## src/rtl/alu_pkg.sv

```systemverilog
// Shared ALU definitions: opcode constants used by the ALU decoder and the
// multi-cycle Mul/Div sequencer, the sequencer state encoding, and the
// datapath width.
package alu_pkg;

  localparam int WIDTH = 32;

  localparam logic [4:0] OP_MUL = 5'b01111;
  localparam logic [4:0] OP_DIV = 5'b10000;

  typedef enum logic [1:0] {
    IDLE = 2'd0,
    RUN  = 2'd1,
    FIX  = 2'd2,
    DONE = 2'd3
  } state_e;

  // Magnitude of a two's complement value as unsigned; the most negative
  // value maps onto itself, which is exactly its unsigned magnitude.
  function automatic logic [WIDTH-1:0] abs_val(input logic [WIDTH-1:0] v);
    return v[WIDTH-1] ? (~v + 1'b1) : v;
  endfunction

endpackage

```

## src/rtl/muldiv_step.sv

```systemverilog
// One combinational iteration of the Mul/Div datapath.
// Mul: radix-2 Booth add/subtract on {mplr[0], q} followed by an arithmetic
//      right shift of {acc, mplr, q}.
// Div: restoring step on magnitudes, {rem, quo} shifted left, trial subtract
//      of the divisor magnitude in opnd. rem lives in acc[WIDTH-1:0].
// The divide path exists only when MULDIV_DIV_EN is defined.
module muldiv_step
  import alu_pkg::*;
(
`ifdef MULDIV_DIV_EN
  input  logic             is_div,
`endif
  input  logic [WIDTH:0]   acc,
  input  logic [WIDTH-1:0] mplr,
  input  logic             q,
  input  logic [WIDTH-1:0] opnd,
  output logic [WIDTH:0]   acc_next,
  output logic [WIDTH-1:0] mplr_next,
  output logic             q_next
);

  logic [WIDTH:0] booth_sum;

  // Booth recoding: add or subtract the sign-extended multiplicand
  always_comb begin
    case ({mplr[0], q})
      2'b01:   booth_sum = acc + {opnd[WIDTH-1], opnd};
      2'b10:   booth_sum = acc - {opnd[WIDTH-1], opnd};
      default: booth_sum = acc;
    endcase
  end

`ifdef MULDIV_DIV_EN
  // Remainder stays below the divisor magnitude (<= 2^31), so the shifted
  // partial remainder always fits in WIDTH bits.
  logic [WIDTH-1:0] shifted;
  logic [WIDTH:0]   trial;

  // Restoring trial subtraction of the divisor magnitude
  always_comb begin
    shifted = {acc[WIDTH-2:0], mplr[WIDTH-1]};
    trial   = {1'b0, shifted} - {1'b0, opnd};
  end

  // Select the iteration result for the current operation
  always_comb begin
    if (is_div) begin
      q_next = 1'b0;
      if (!trial[WIDTH]) begin
        acc_next  = {1'b0, trial[WIDTH-1:0]};
        mplr_next = {mplr[WIDTH-2:0], 1'b1};
      end else begin
        acc_next  = {1'b0, shifted};
        mplr_next = {mplr[WIDTH-2:0], 1'b0};
      end
    end else begin
      acc_next  = {booth_sum[WIDTH], booth_sum[WIDTH:1]};
      mplr_next = {booth_sum[0], mplr[WIDTH-1:1]};
      q_next    = mplr[0];
    end
  end
`else
  // Arithmetic right shift of the Booth register
  always_comb begin
    acc_next  = {booth_sum[WIDTH], booth_sum[WIDTH:1]};
    mplr_next = {booth_sum[0], mplr[WIDTH-1:1]};
    q_next    = mplr[0];
  end
`endif

endmodule

```

## src/rtl/muldiv_sequencer.sv

```systemverilog
// Multi-cycle Mul/Div controller for the ALU. Holds the iteration registers,
// the counter and the IDLE/RUN/FIX/DONE state machine; one muldiv_step does
// the arithmetic for each RUN cycle. HI/LO only change when done is raised.
// Build option: MULDIV_DIV_EN enables the Div opcode; without it Div starts
// are ignored and div_by_zero is constant 0.
module muldiv_sequencer
  import alu_pkg::*;
(
  input  logic             clk,
  input  logic             clr_n,
  input  logic             start,
  input  logic [4:0]       opcode,
  input  logic [WIDTH-1:0] A,
  input  logic [WIDTH-1:0] B,
  output logic             busy,
  output logic             done,
  output logic [WIDTH-1:0] HI,
  output logic [WIDTH-1:0] LO,
  output logic             div_by_zero
);

  localparam int CW = $clog2(WIDTH);

  state_e           state_reg;
  logic [CW-1:0]    count_reg;
  logic [WIDTH:0]   acc_reg;
  logic [WIDTH-1:0] mplr_reg;
  logic             q_reg;
  logic [WIDTH-1:0] opnd_reg;   // multiplicand for Mul, |divisor| for Div
  logic             busy_reg;
  logic             done_reg;
  logic [WIDTH-1:0] hi_reg;
  logic [WIDTH-1:0] lo_reg;

  logic [WIDTH:0]   acc_next;
  logic [WIDTH-1:0] mplr_next;
  logic             q_next;

  logic             mul_req;
  assign mul_req = start && (opcode == OP_MUL);

`ifdef MULDIV_DIV_EN
  logic             is_div_reg;
  logic             rem_neg_reg;  // remainder takes the dividend's sign
  logic             quo_neg_reg;  // quotient negative when signs differ
  logic             dbz_reg;
  logic             div_req;
  assign div_req = start && (opcode == OP_DIV);
`endif

  muldiv_step u_step (
`ifdef MULDIV_DIV_EN
    .is_div    (is_div_reg),
`endif
    .acc       (acc_reg),
    .mplr      (mplr_reg),
    .q         (q_reg),
    .opnd      (opnd_reg),
    .acc_next  (acc_next),
    .mplr_next (mplr_next),
    .q_next    (q_next)
  );

  // Control FSM with iteration registers and registered outputs
  always_ff @(posedge clk or negedge clr_n) begin
    if (!clr_n) begin
      state_reg   <= IDLE;
      count_reg   <= '0;
      acc_reg     <= '0;
      mplr_reg    <= '0;
      q_reg       <= 1'b0;
      opnd_reg    <= '0;
      busy_reg    <= 1'b0;
      done_reg    <= 1'b0;
      hi_reg      <= '0;
      lo_reg      <= '0;
`ifdef MULDIV_DIV_EN
      is_div_reg  <= 1'b0;
      rem_neg_reg <= 1'b0;
      quo_neg_reg <= 1'b0;
      dbz_reg     <= 1'b0;
`endif
    end else begin
      case (state_reg)
        IDLE: begin
          done_reg <= 1'b0;
          if (mul_req) begin
            state_reg  <= RUN;
            busy_reg   <= 1'b1;
            count_reg  <= '0;
            acc_reg    <= '0;
            mplr_reg   <= B;
            q_reg      <= 1'b0;
            opnd_reg   <= A;
`ifdef MULDIV_DIV_EN
            is_div_reg <= 1'b0;
            dbz_reg    <= 1'b0;
          end else if (div_req) begin
            busy_reg   <= 1'b1;
            count_reg  <= '0;
            is_div_reg <= 1'b1;
            if (B == '0) begin
              // No iterations: publish the divide-by-zero result at once
              state_reg <= DONE;
              done_reg  <= 1'b1;
              hi_reg    <= A;
              lo_reg    <= '1;
              dbz_reg   <= 1'b1;
            end else begin
              state_reg   <= RUN;
              dbz_reg     <= 1'b0;
              acc_reg     <= '0;
              mplr_reg    <= abs_val(A);
              q_reg       <= 1'b0;
              opnd_reg    <= abs_val(B);
              rem_neg_reg <= A[WIDTH-1];
              quo_neg_reg <= A[WIDTH-1] ^ B[WIDTH-1];
            end
`endif
          end
        end
        RUN: begin
          acc_reg   <= acc_next;
          mplr_reg  <= mplr_next;
          q_reg     <= q_next;
          count_reg <= count_reg + 1'b1;
          if (count_reg == CW'(WIDTH - 1)) begin
            state_reg <= FIX;
          end
        end
        FIX: begin
`ifdef MULDIV_DIV_EN
          if (is_div_reg) begin
            hi_reg <= rem_neg_reg ? -acc_reg[WIDTH-1:0] : acc_reg[WIDTH-1:0];
            lo_reg <= quo_neg_reg ? -mplr_reg : mplr_reg;
          end else begin
            hi_reg <= acc_reg[WIDTH-1:0];
            lo_reg <= mplr_reg;
          end
`else
          hi_reg <= acc_reg[WIDTH-1:0];
          lo_reg <= mplr_reg;
`endif
          done_reg  <= 1'b1;
          state_reg <= DONE;
        end
        DONE: begin
          done_reg  <= 1'b0;
          busy_reg  <= 1'b0;
          state_reg <= IDLE;
        end
        default: begin
          state_reg <= IDLE;
          busy_reg  <= 1'b0;
          done_reg  <= 1'b0;
        end
      endcase
    end
  end

  assign busy = busy_reg;
  assign done = done_reg;
  assign HI   = hi_reg;
  assign LO   = lo_reg;
`ifdef MULDIV_DIV_EN
  assign div_by_zero = dbz_reg;
`else
  assign div_by_zero = 1'b0;
`endif

endmodule
```

## config.mk

```make
export PLATFORM = sky130hd
export DESIGN_NAME = muldiv_sequencer
export DESIGN_NICKNAME = d
export VERILOG_FILES = /design/src/rtl/alu_pkg.sv /design/src/rtl/muldiv_step.sv /design/src/rtl/muldiv_sequencer.sv
export SDC_FILE = /design/constraint.sdc
export NUM_CORES = 1
export LEC_CHECK = 0
export CORE_UTILIZATION = 45
export CTS_CLUSTER_SIZE = 24
export DETAILED_ROUTE_END_ITERATION = 12
export PLACE_DENSITY_LB_ADDON = 0.15
export SYNTH_ARGS = -nofsm -noshare
export SYNTH_HDL_FRONTEND = slang
export SYNTH_SLANG_ARGS = --single-unit
```

## constraint.sdc

```tcl
create_clock -name clk -period 3.2 [get_ports clk]
set_input_delay 0.8 -clock clk [delete_from_list [all_inputs] [get_ports clk]]
set_output_delay 0.8 -clock clk [all_outputs]
set_load 0.01 [all_outputs]
```

### After elaboration in Yosys (flattened, before gate mapping)

Cells that the tools add are included.

* register bits: 171
* bits of input ports: 72
* output and inout bits: 67
* logic and storage cells: 47

* add/sub/neg operators: 3
* eq/ne operators: 9
* multiplexer cells: 15
* reduce and logical (&&, ||, !) cells: 10

Operators by type and width (count)
* $pmux W33 S2: 2
* $pmux W32 S2: 1
* $add A33 B33 Y33: 1
* $mux W33: 1
* $sub A33 B33 Y33: 1
* $mux W32: 1
* $pmux W5 S2: 1
* $pmux W2 S4: 1
* $reduce_and A2 Y1: 4
* $eq A2 B2 Y1 const B: 3
* $pmux W1 S2: 3
* $reduce_bool A2 Y1: 3
* $add A5 B1 Y5 const B: 1
* $eq A5 B4 Y1 const B: 1
* $eq A5 B5 Y1 const B: 1
* $mux W5: 1
* $eq A2 B1 Y1 const B: 2
* $mux W2: 2
* $ne A2 B2 Y1 const B: 2
* $logic_not A2 Y1: 1
* $mux W1: 2
* $reduce_or A2 Y1: 1
* $logic_and A1 B1 Y1: 1

### Longest topological paths before layout

Gate-level depths: netlist of the first run.

* depth after elaboration: 4
* gate-level depth with buffers: 19
* gate-level depth less buffers: 18

### Cells and area by module

A second synthesis of the first run with hierarchy kept.

* cells, all modules: 965
* area total of the unflattened synthesis: 9930.8 sq um

Modules (own cells, without submodules)
* muldiv_sequencer: instances 1, cells each 505, area each 6936.7 sq um, seq. area each 4279.1 sq um
* muldiv_step: instances 1, cells each 460, area each 2994.1 sq um, seq. area each 0.0 sq um

### Worst setup path after synthesis of the first run

Ideal clock, no wire load.

* path type: register to register
* start: register opnd_reg[4]
* end: register acc_reg[29]
* library setup time: 0.134 ns
* arrival: 3.399 ns
* data required time: 3.066 ns
* slack: -0.333 ns
* stages on the path, launching flop included: 19
* buffers on the path: 1
* clock period less this slack: 3.533 ns
* cell sequence: dfrtp_1 > nor3_1 > nand2_1 > nor3b_1 > nand2_1 > nor2_1 > a21oi_1 > xnor2_1 > ha_1 > clkbuf_1 > a21o_1 > a21o_1 > a21oi_1 > o32ai_1 > o31ai_1 > a21oi_1 > nor3_1 > xor2_1 > o21ai_0

* longest elaborated chain between the ends: 3
* elaborated cells on any way between the ends: 4
* those cells by class: add/sub: 2; mux: 2

Ends and longest elaborated chain
* start: declaration: line muldiv_sequencer.sv:29 `logic [WIDTH-1:0] opnd_reg;`
* start signal: assignment: line muldiv_sequencer.sv:72 `opnd_reg <= '0;`
* start signal: assignment: line muldiv_sequencer.sv:94 `opnd_reg <= A;`
* $sub A33 B33 Y33 or $add A33 B33 Y33 (tied branches): line muldiv_step.sv:28, muldiv_step.sv:27
* $pmux W33 S2 *: line muldiv_step.sv:26 `case ({mplr[0], q})`
* $pmux W33 S2 *: line muldiv_sequencer.sv:84 `case (state_reg)`
* end signal: assignment: line muldiv_sequencer.sv:123 `acc_reg <= acc_next;`
* end: declaration: line muldiv_sequencer.sv:26 `logic [WIDTH:0] acc_reg;`

Every way passes the cells marked *; elsewhere a longest branch is shown, timed or not.
A chain may end at the register's enable or synchronous reset.

### Worst setup path in the final report of the first run

* start: register opnd_reg[9]
* end: register acc_reg[28]

Same word-level chain as after synthesis.

==> results of run 1 <==
kinds of logic (layout without fill, tap and decap cells):
group | Yosys count | in the layout | synth area share, %
AO/OA/AOI/OAI | 234 | 234 | 15.42
XOR/XNOR | 58 | 58 | 5.575
adder cells (fa/ha/maj) | 43 | 43 | 5.774
buffers and inverters | 66 | 328 | 3.152
flip-flops | 170 | 170 | 45.03
multiplexers | 132 | 132 | 15.28
other | 1 | 1 | 0.03969
AND/OR/NAND/NOR | 196 | 196 | 9.734
worst reg2reg max path, stage by stage, from the launching register on:
cell      delay [ns]
dfrtp_1         0.38
or4_4           0.55
nor3_4          0.24
nand2_2         0.09
nor2_4          0.15
a21o_1          0.18
o21ai_2         0.08
xnor2_2         0.14
ha_2            0.21
buf_4           0.14
or3_1           0.38
o21ai_2         0.07
a21oi_2         0.06
nor3_2          0.20
a21oi_4         0.10
a311oi_2        0.29
xor2_1          0.20
o21ai_1         0.08
area by class of cell:
class	instances	area, um2	area share [%]
Multi-Input combinational cell	664	5214	40.16
Sequential cell	170	4254	32.77
Timing Repair Buffer	278	2491	19.19
Clock buffer	17	425.4	3.277
Tap cell	270	337.8	2.602
Clock inverter	15	191.4	1.475
Inverter	18	67.56	0.5205
stage by stage:
| step | hold WS, ns | instances | area, um2 | util, % | TNS, ns |
|---|---|---|---|---|---|
| 2_1_floorplan | 0.4656 | 900 | 9488 | - | -0.8851 |
| 3_3_place_gp | 0.4873 | 1384 | 11940 | 58.46 | -2.240 |
| 3_5_place_dp | 0.4916 | 1384 | 11940 | 58.46 | -2.786 |
| 5_1_grt | 0.4606 | 1432 | 12980 | 63.54 | -7.987 |
| 4_1_cts | 0.4225 | 1422 | 12710 | 62.19 | -2.351 |
| 6_report | 0.4017 | 1432 | 12980 | 63.54 | -4.561 |
what timing repair did:
action | 4_1_cts | 5_1_grt
endpoints found under the setup margin | 16 | 21
buffers inserted | 7 | 10
resized for setup | 28 | 54
pin swaps | 10 | 48
worst paths after layout:
kind | startpoint | end | slack (ns) | cells after the start
worst max-delay path | opnd_reg[9] | acc_reg[28] | -0.46 | 17
worst min-delay path | clr_n | mplr_reg[27] | 0.40 | 1
worst max register to register | opnd_reg[9] | acc_reg[28] | -0.46 | 17
worst min register to register | done | done | 0.50 | 1
max in group asynchronous | clr_n | acc_reg[8] | 2.01 | 2
min in group clk | done | done | 0.50 | 1
layer usage:
metal	global-route usage, %	share of wire [%]	routed length (um)
met5	0	0	0
met4	5.258	0.99	232
met3	3.261	4.0	935
met2	34.53	45	10550
met1	31.75	50	11600
Yosys cell counts, drive strengths merged (7+ instances only):
cell type,count
nand3,7
dfrtp,170
o21ai,88
mux2,98
xnor2,39
a22o,7
a31oi,7
clkbuf,41
nand2,74
a21o,17
inv,18
a21oi,59
xor2,19
mux2i,34
a22oi,16
ha,42
nor2,52
buf,7
nor3,20
==> qor.yml, run 1 <==
setup_viol: 16
skew_ns: 0.01386
status: "complete, but fails checks"
critPathKind: "register to register"
clk_latency_ns: 0.43
hold_buffers: 0
die-area_um2: 21580
holdCritPathClass: "input port to asynchronous set/reset pin"
die_w_um: 146.9
place_ws_ns: -0.3258
slew_violations: 0
std_cell_rows: 52
tightest_slew_ns: 0.7379
rsz0062_at_grt: "yes"
maxCapViolCount: 0
grt_pass1_vias: 7432
layout_commonest_cell: "dfrtp_1"
synth_top_cell_area_share_pct: 45.03
synth_edf_count: 0
syn-num-nets: 1015
dpl.hpwl_mm: 16.91
clk_pin_slew_ns: 0.08
avgSynthCellArea_um2: 10.50
ys_seq_area_share_pct: 45.03
ant_nets: 0
firstDrtPassIters: 5
clockRootBuffer: "clkbuf_16"
antenna_found_initial: 0
clock-sinks: 170
crit_chain: "or4_4 > nor3_4 > nand2_2 > nor2_4 > a21o_1 > o21ai_2 > xnor2_2 > ha_2 > buf_4 > or3_1 > o21ai_2 > a21oi_2 > nor3_2 > a21oi_4 > a311oi_2 > xor2_1 > o21ai_1"
drtIter0Drc: 290
worst-path-max-fanout: 3
grt_pass1_wl_mm: 37.88
critPathLaunchType: "register"
wl_per_cell_um: 16.29
worst_slack_ns: -0.4587
cts_buffer_depth: 2
violations: "negative setup slack"
boundaryPins: 139
ys_types: 74
async_reset_ff_share_pct: 100.0
max_slew_margin_pct: 50.81
core_area_um2: 20430
areaGrowthSynthToFinish_pct: 37.40
final_nets: 1264
final-hold-violation-count: 0
arrival_ns: 3.97
synth_ff_type: "dfrtp_1"
grt_max_degree: 79
synthTopCellsByArea: "dfrtp_1 (45%), mux2_2 (12%), ha_1 (5.6%)"
wl_mm: 23.33
finalCritPeriodShare_pct: 114.3
critical-path-slowest-cell: "or4_4"
num_vias: 7624
port_buffers: 137
fmax_mhz: 273.3
cp_top_family: "simple AND/OR/NAND/NOR gates"
ys_ff_latch: 170
start_util_pct: 46.25
mostFrequentLayoutCells: "dfrtp_1 (170), clkdlybuf4s50_1 (136), buf_4 (132), mux2_2 (98), nand2_1 (71)"
diodes: 0
via_per_inst: 5.324
track_usage_pct: 21.91
numCtsBuffers: 17
path_buf_inv: 1
netlist_instances: 900
drc_errors: 0
place_congestion: 0.8919
nFillCells: 1709
yosys_warnings: 0
yosysTopAreaCell: "dfrtp_1"
cp.required_ns: 3.52
crit_top_cell: "o21ai_2"
h-tree-depth: 4
period_needed_ns: 3.659
drive_gt1_share_pct: 30.03
end_kind: "register"
critPathMaxStageDelay_ns: 0.55
synth_area_um2: 9448
cts_tree: "done"
chipHeight_um: 146.9
overflow: 0
Power of run 1 is left out: the tool's default activity adds up to more than one toggle a clock period on the data nets, which glitch-free logic cannot reach.
==> run 2: changes to the inputs <==
--- a/config.mk
+++ b/config.mk
@@ -8,6 +8,7 @@
 export CORE_UTILIZATION = 45
 export CTS_CLUSTER_SIZE = 24
 export DETAILED_ROUTE_END_ITERATION = 12
+export DONT_BUFFER_PORTS = 1
 export PLACE_DENSITY_LB_ADDON = 0.15
 export SYNTH_ARGS = -nofsm -noshare
 export SYNTH_HDL_FRONTEND = slang
==> qor.yml, run 2 (same netlist as run 1, synthesis figures left out) <==
drive_gt1_share_pct: 34.31
setup_viol: 16
areaGrowthSynthToFinish_pct: 23.57
violations: "negative setup slack"
wl_mm: 22.67
cts_buffer_depth: 2
grt_max_degree: 171
num_vias: 7061
critPathKind: "register to register"
h-tree-depth: 4
period_needed_ns: 3.651
start_util_pct: 46.25
place_congestion: 0.8894
chipHeight_um: 146.9
holdCritPathClass: "input port to asynchronous set/reset pin"
layout_commonest_cell: "dfrtp_1"
drtIter0Drc: 360
end_kind: "register"
worst_slack_ns: -0.4509
max_slew_margin_pct: 50.29
fmax_mhz: 273.9
hold_buffers: 0
clk_pin_slew_ns: 0.08
dpl.hpwl_mm: 16.17
mostFrequentLayoutCells: "dfrtp_1 (170), buf_4 (127), mux2_2 (98), nand2_1 (71), o21ai_0 (63)"
cts_tree: "done"
maxCapViolCount: 0
slew_violations: 0
die_w_um: 146.9
crit_chain: "or4_4 > nor3_4 > and4b_4 > a21oi_4 > xnor2_2 > ha_1 > a21o_1 > a211o_1 > o211ai_1 > a21oi_2 > nor3_2 > a21oi_4 > a311oi_2 > xor2_1 > o21ai_1"
std_cell_rows: 52
worst-path-max-fanout: 5
rsz0062_at_grt: "yes"
finalSetupTns_ns: -4.998
firstDrtPassIters: 5
port_buffers: 0
clk_latency_ns: 0.43
wl_per_cell_um: 17.58
numCtsBuffers: 17
clock-sinks: 170
core_area_um2: 20430
clockRootBuffer: "clkbuf_16"
skew_ns: 0.01132
overflow: 0
ant_nets: 0
grt_pass1_vias: 6842
final-hold-violation-count: 0
postPlaceCellArea_um2: 10550
place_ws_ns: -0.4397
antenna_found_initial: 0
cp.required_ns: 3.51
finalCritPeriodShare_pct: 114.1
boundaryPins: 139
critical-path-slowest-cell: "or4_4"
critPathMaxStageDelay_ns: 0.56
critPathLaunchType: "register"
tightest_slew_ns: 0.7429
drc_errors: 0
track_usage_pct: 21.09
die-area_um2: 21580
status: "complete, but fails checks"
final_cell_area_um2: 11670
grt_pass1_wl_mm: 36.08
diodes: 0
crit_top_cell: "a21oi_4"
arrival_ns: 3.96
via_per_inst: 5.474
final_nets: 1122
-- run 2: changes by cell type in the layout (fill, tap and decap cells not counted), moves of 3 or more --
cell             previous run  this run
inv_8                       4         1
o21ai_2                     6         3
xnor2_2                     5         8
buf_4                     132       127
nor2_1                     48        43
o21ai_0                    59        63
a21oi_4                     1         4
xnor2_1                    33        30
clkdlybuf4s50_1           136         0
inv_6                       3         7
nor2_2                      3         6
-- run 2: area by class of cell --
type	count	area (um2)
Fill cell	1781	8755
Multi-Input combinational cell	664	5344
Sequential cell	170	4254
Timing Repair Buffer	136	1072
Clock buffer	17	425.4
Tap cell	270	337.8
Clock inverter	15	173.9
Inverter	18	67.56
-- run 2: worst paths after layout --
path / from / to / slack (ns) / cells past startpoint
setup / recovery: opnd_reg[11] / acc_reg[28] / -0.45 / 15
hold reg to reg: mplr_reg[17] / mplr_reg[17] / 0.50 / 2
setup reg to reg: opnd_reg[11] / acc_reg[28] / -0.45 / 15
max in group asynchronous: clr_n / opnd_reg[24] / 2.68 / 0
min in group clk: mplr_reg[17] / mplr_reg[17] / 0.50 / 2
hold / removal: clr_n / LO[27] / 0.07 / 0
-- run 2: repair_timing --
item | 4_1_cts | 5_1_grt
pin swaps | 14 | 38
resized for setup | 33 | 65
endpoints found under the hold margin | 0 | 0
buffers inserted | 1 | 9
endpoints found under the setup margin | 19 | 23
-- run 2: metrics by stage --
| stage | util (%) | cells | hold slack, ns |
|---|---|---|---|
| after global routing | 57.15 | 1290 | 0.04038 |
| after global placement | 51.66 | 1248 | 0.4829 |
| after detailed placement | 51.66 | 1248 | 0.4932 |
| after floorplan | - | 900 | 0.4656 |
| final | 57.15 | 1290 | 0.06710 |
| after CTS | 55.08 | 1281 | 0.04604 |
-- run 2: critical path, delay by kind of cell, from the launching register on --
kind                       cells  cell delay, ns
and+or+nand+nor                4            1.32
AOI/OAI and AO/OA              8            1.20
DFF                            1            0.39
xor gates and xnor gates       2            0.32
adders and majority gates      1            0.29
-- run 2: metal layers --
metal	vias up	track usage, %	share of wire [%]
li1	3459	-	-
met1	3392	30.35	49
met2	188	32.35	45
met3	22	3.913	5.1
met4	0	6.134	1.2
met5	-	0	0
Power of run 2 is left out for the same reason.
==> run 3: changes to the inputs <==
--- a/config.mk
+++ b/config.mk
@@ -5,7 +5,7 @@
 export SDC_FILE = /design/constraint.sdc
 export NUM_CORES = 1
 export LEC_CHECK = 0
-export CORE_UTILIZATION = 45
+export CORE_UTILIZATION = 40
 export CTS_CLUSTER_SIZE = 24
 export DETAILED_ROUTE_END_ITERATION = 12
 export DONT_BUFFER_PORTS = 1
==> constraint.sdc (replaced) <==
create_clock -name clk -period 3.4 [get_ports clk]
set_input_delay 0.85 -clock clk [delete_from_list [all_inputs] [get_ports clk]]
set_output_delay 0.85 -clock clk [all_outputs]
set_load 0.01 [all_outputs]
==> qor.yml, run 3 (same netlist as run 1, synthesis figures left out) <==
drtIter0Drc: 414
ant_nets: 0
core_area_um2: 22920
seq_area_um2: 4254
cts_buffer_depth: 2
numCtsBuffers: 17
multi_input_area_um2: 5127
critPathKind: "register to register"
clock-sinks: 170
dpl.hpwl_mm: 16.46
final_nets: 1101
die_w_um: 155.7
postPlaceCellArea_um2: 10430
wl_per_cell_um: 17.44
grt.busiest_layer: "met2"
via_per_inst: 5.278
tightest_slew_ns: 0.8579
cp.required_ns: 3.71
place_congestion: 0.8807
max_slew_margin_pct: 42.66
finalSetupTns_ns: -0.4546
boundaryPins: 139
drive_gt1_share_pct: 31.23
cts_tree: "done"
fin_cells: 1312
violations: "negative setup slack"
maxCapViolCount: 0
rsz0062_at_grt: "yes"
num_vias: 6925
std_cell_rows: 55
critPathLaunchType: "register"
nFillCells: 2104
slew_violations: 0
period_needed_ns: 3.502
dp_cells: 1267
setup_viol: 6
use_met1_pct: 28.07
chipHeight_um: 155.7
track_usage_pct: 19.42
drc_errors: 0
wl_mm: 22.89
grt_max_degree: 171
die-area_um2: 24240
worst-path-max-fanout: 6
grt_util_met2_pct: 29.55
grt_pass1_wl_mm: 37.04
holdCritPathClass: "input port to asynchronous set/reset pin"
status: "complete, but fails checks"
antenna_found_initial: 0
end_kind: "register"
arrival_ns: 3.81
layout_commonest_cell: "dfrtp_1"
overflow: 0
port_buffers: 0
mostFrequentLayoutCells: "dfrtp_1 (170), buf_4 (111), mux2_2 (98), nand2_1 (71), o21ai_0 (61)"
start_util_pct: 41.23
fmax_mhz: 285.6
skew_ns: 0.01311
use_met3_pct: 4.306
hold_buffers: 0
grt_pass1_vias: 6931
worst_slack_ns: -0.1018
final-hold-violation-count: 0
clockRootBuffer: "clkbuf_16"
h-tree-depth: 4
firstDrtPassIters: 5
final_cell_area_um2: 11350
finalCritPeriodShare_pct: 103.0
final_core_util_pct: 49.53
diodes: 0
areaGrowthSynthToFinish_pct: 20.14
clk_latency_ns: 0.44
clk_pin_slew_ns: 0.07
run 3: through the flow:
step | hold slack, ns | setup slack (ns)
floorplan | 0.4656 | -0.06642
CTS | 0.09715 | -0.1004
global placement | 0.4879 | -0.1716
detailed placement | 0.4962 | -0.1925
global route | 0.08175 | -0.3534
finish | 0.1063 | -0.1018
run 3: area by class of cell:
type	instances	area share [%]
timing repair buffer	115	7.892
tap	313	3.450
clock buffer	18	3.781
clock inverter	14	1.631
inverter	18	0.5952
multi-input combinational	664	45.17
sequential	170	37.48
run 3: final timing paths:
kind                               from     endpoint  slack [ns]  depth (start not counted)
hold / removal                    clr_n       LO[26]        0.11                          0
setup reg to reg           opnd_reg[11]  acc_reg[26]       -0.10                         14
max in group asynchronous         clr_n       HI[19]        3.10                          0
setup / recovery           opnd_reg[11]  acc_reg[26]       -0.10                         14
hold reg to reg             mplr_reg[8]  mplr_reg[8]        0.50                          2
min in group clk            mplr_reg[8]  mplr_reg[8]        0.50                          2
run 3: layer usage:
| layer | wire length (um) | vias to the layer above |
|---|---|---|
| met5 | 0 | - |
| met4 | 179 | 0 |
| met3 | 1390 | 12 |
| met2 | 10070 | 169 |
| met1 | 11250 | 3324 |
| li1 | - | 3420 |
run 3: worst max-delay path: stages, from the launching register on:
cell	delay [ns]
dfrtp_1	0.37
or4_4	0.55
nor3_4	0.15
and4b_4	0.31
a31oi_2	0.13
xnor2_1	0.24
ha_1	0.34
buf_4	0.17
nand2_1	0.08
o21ai_1	0.08
a21o_1	0.19
a221oi_2	0.36
o21ai_1	0.15
xnor2_1	0.18
o21ai_1	0.08
run 3: what timing repair did:
| item | CTS | global route |
|---|---|---|
| gates resized for setup | 20 | 46 |
| cloned | 0 | 0 |
| setup endpoints to repair | 9 | 17 |
| setup buffers | 6 | 8 |
| pin swaps | 12 | 34 |
Power of run 3 is left out for the same reason.
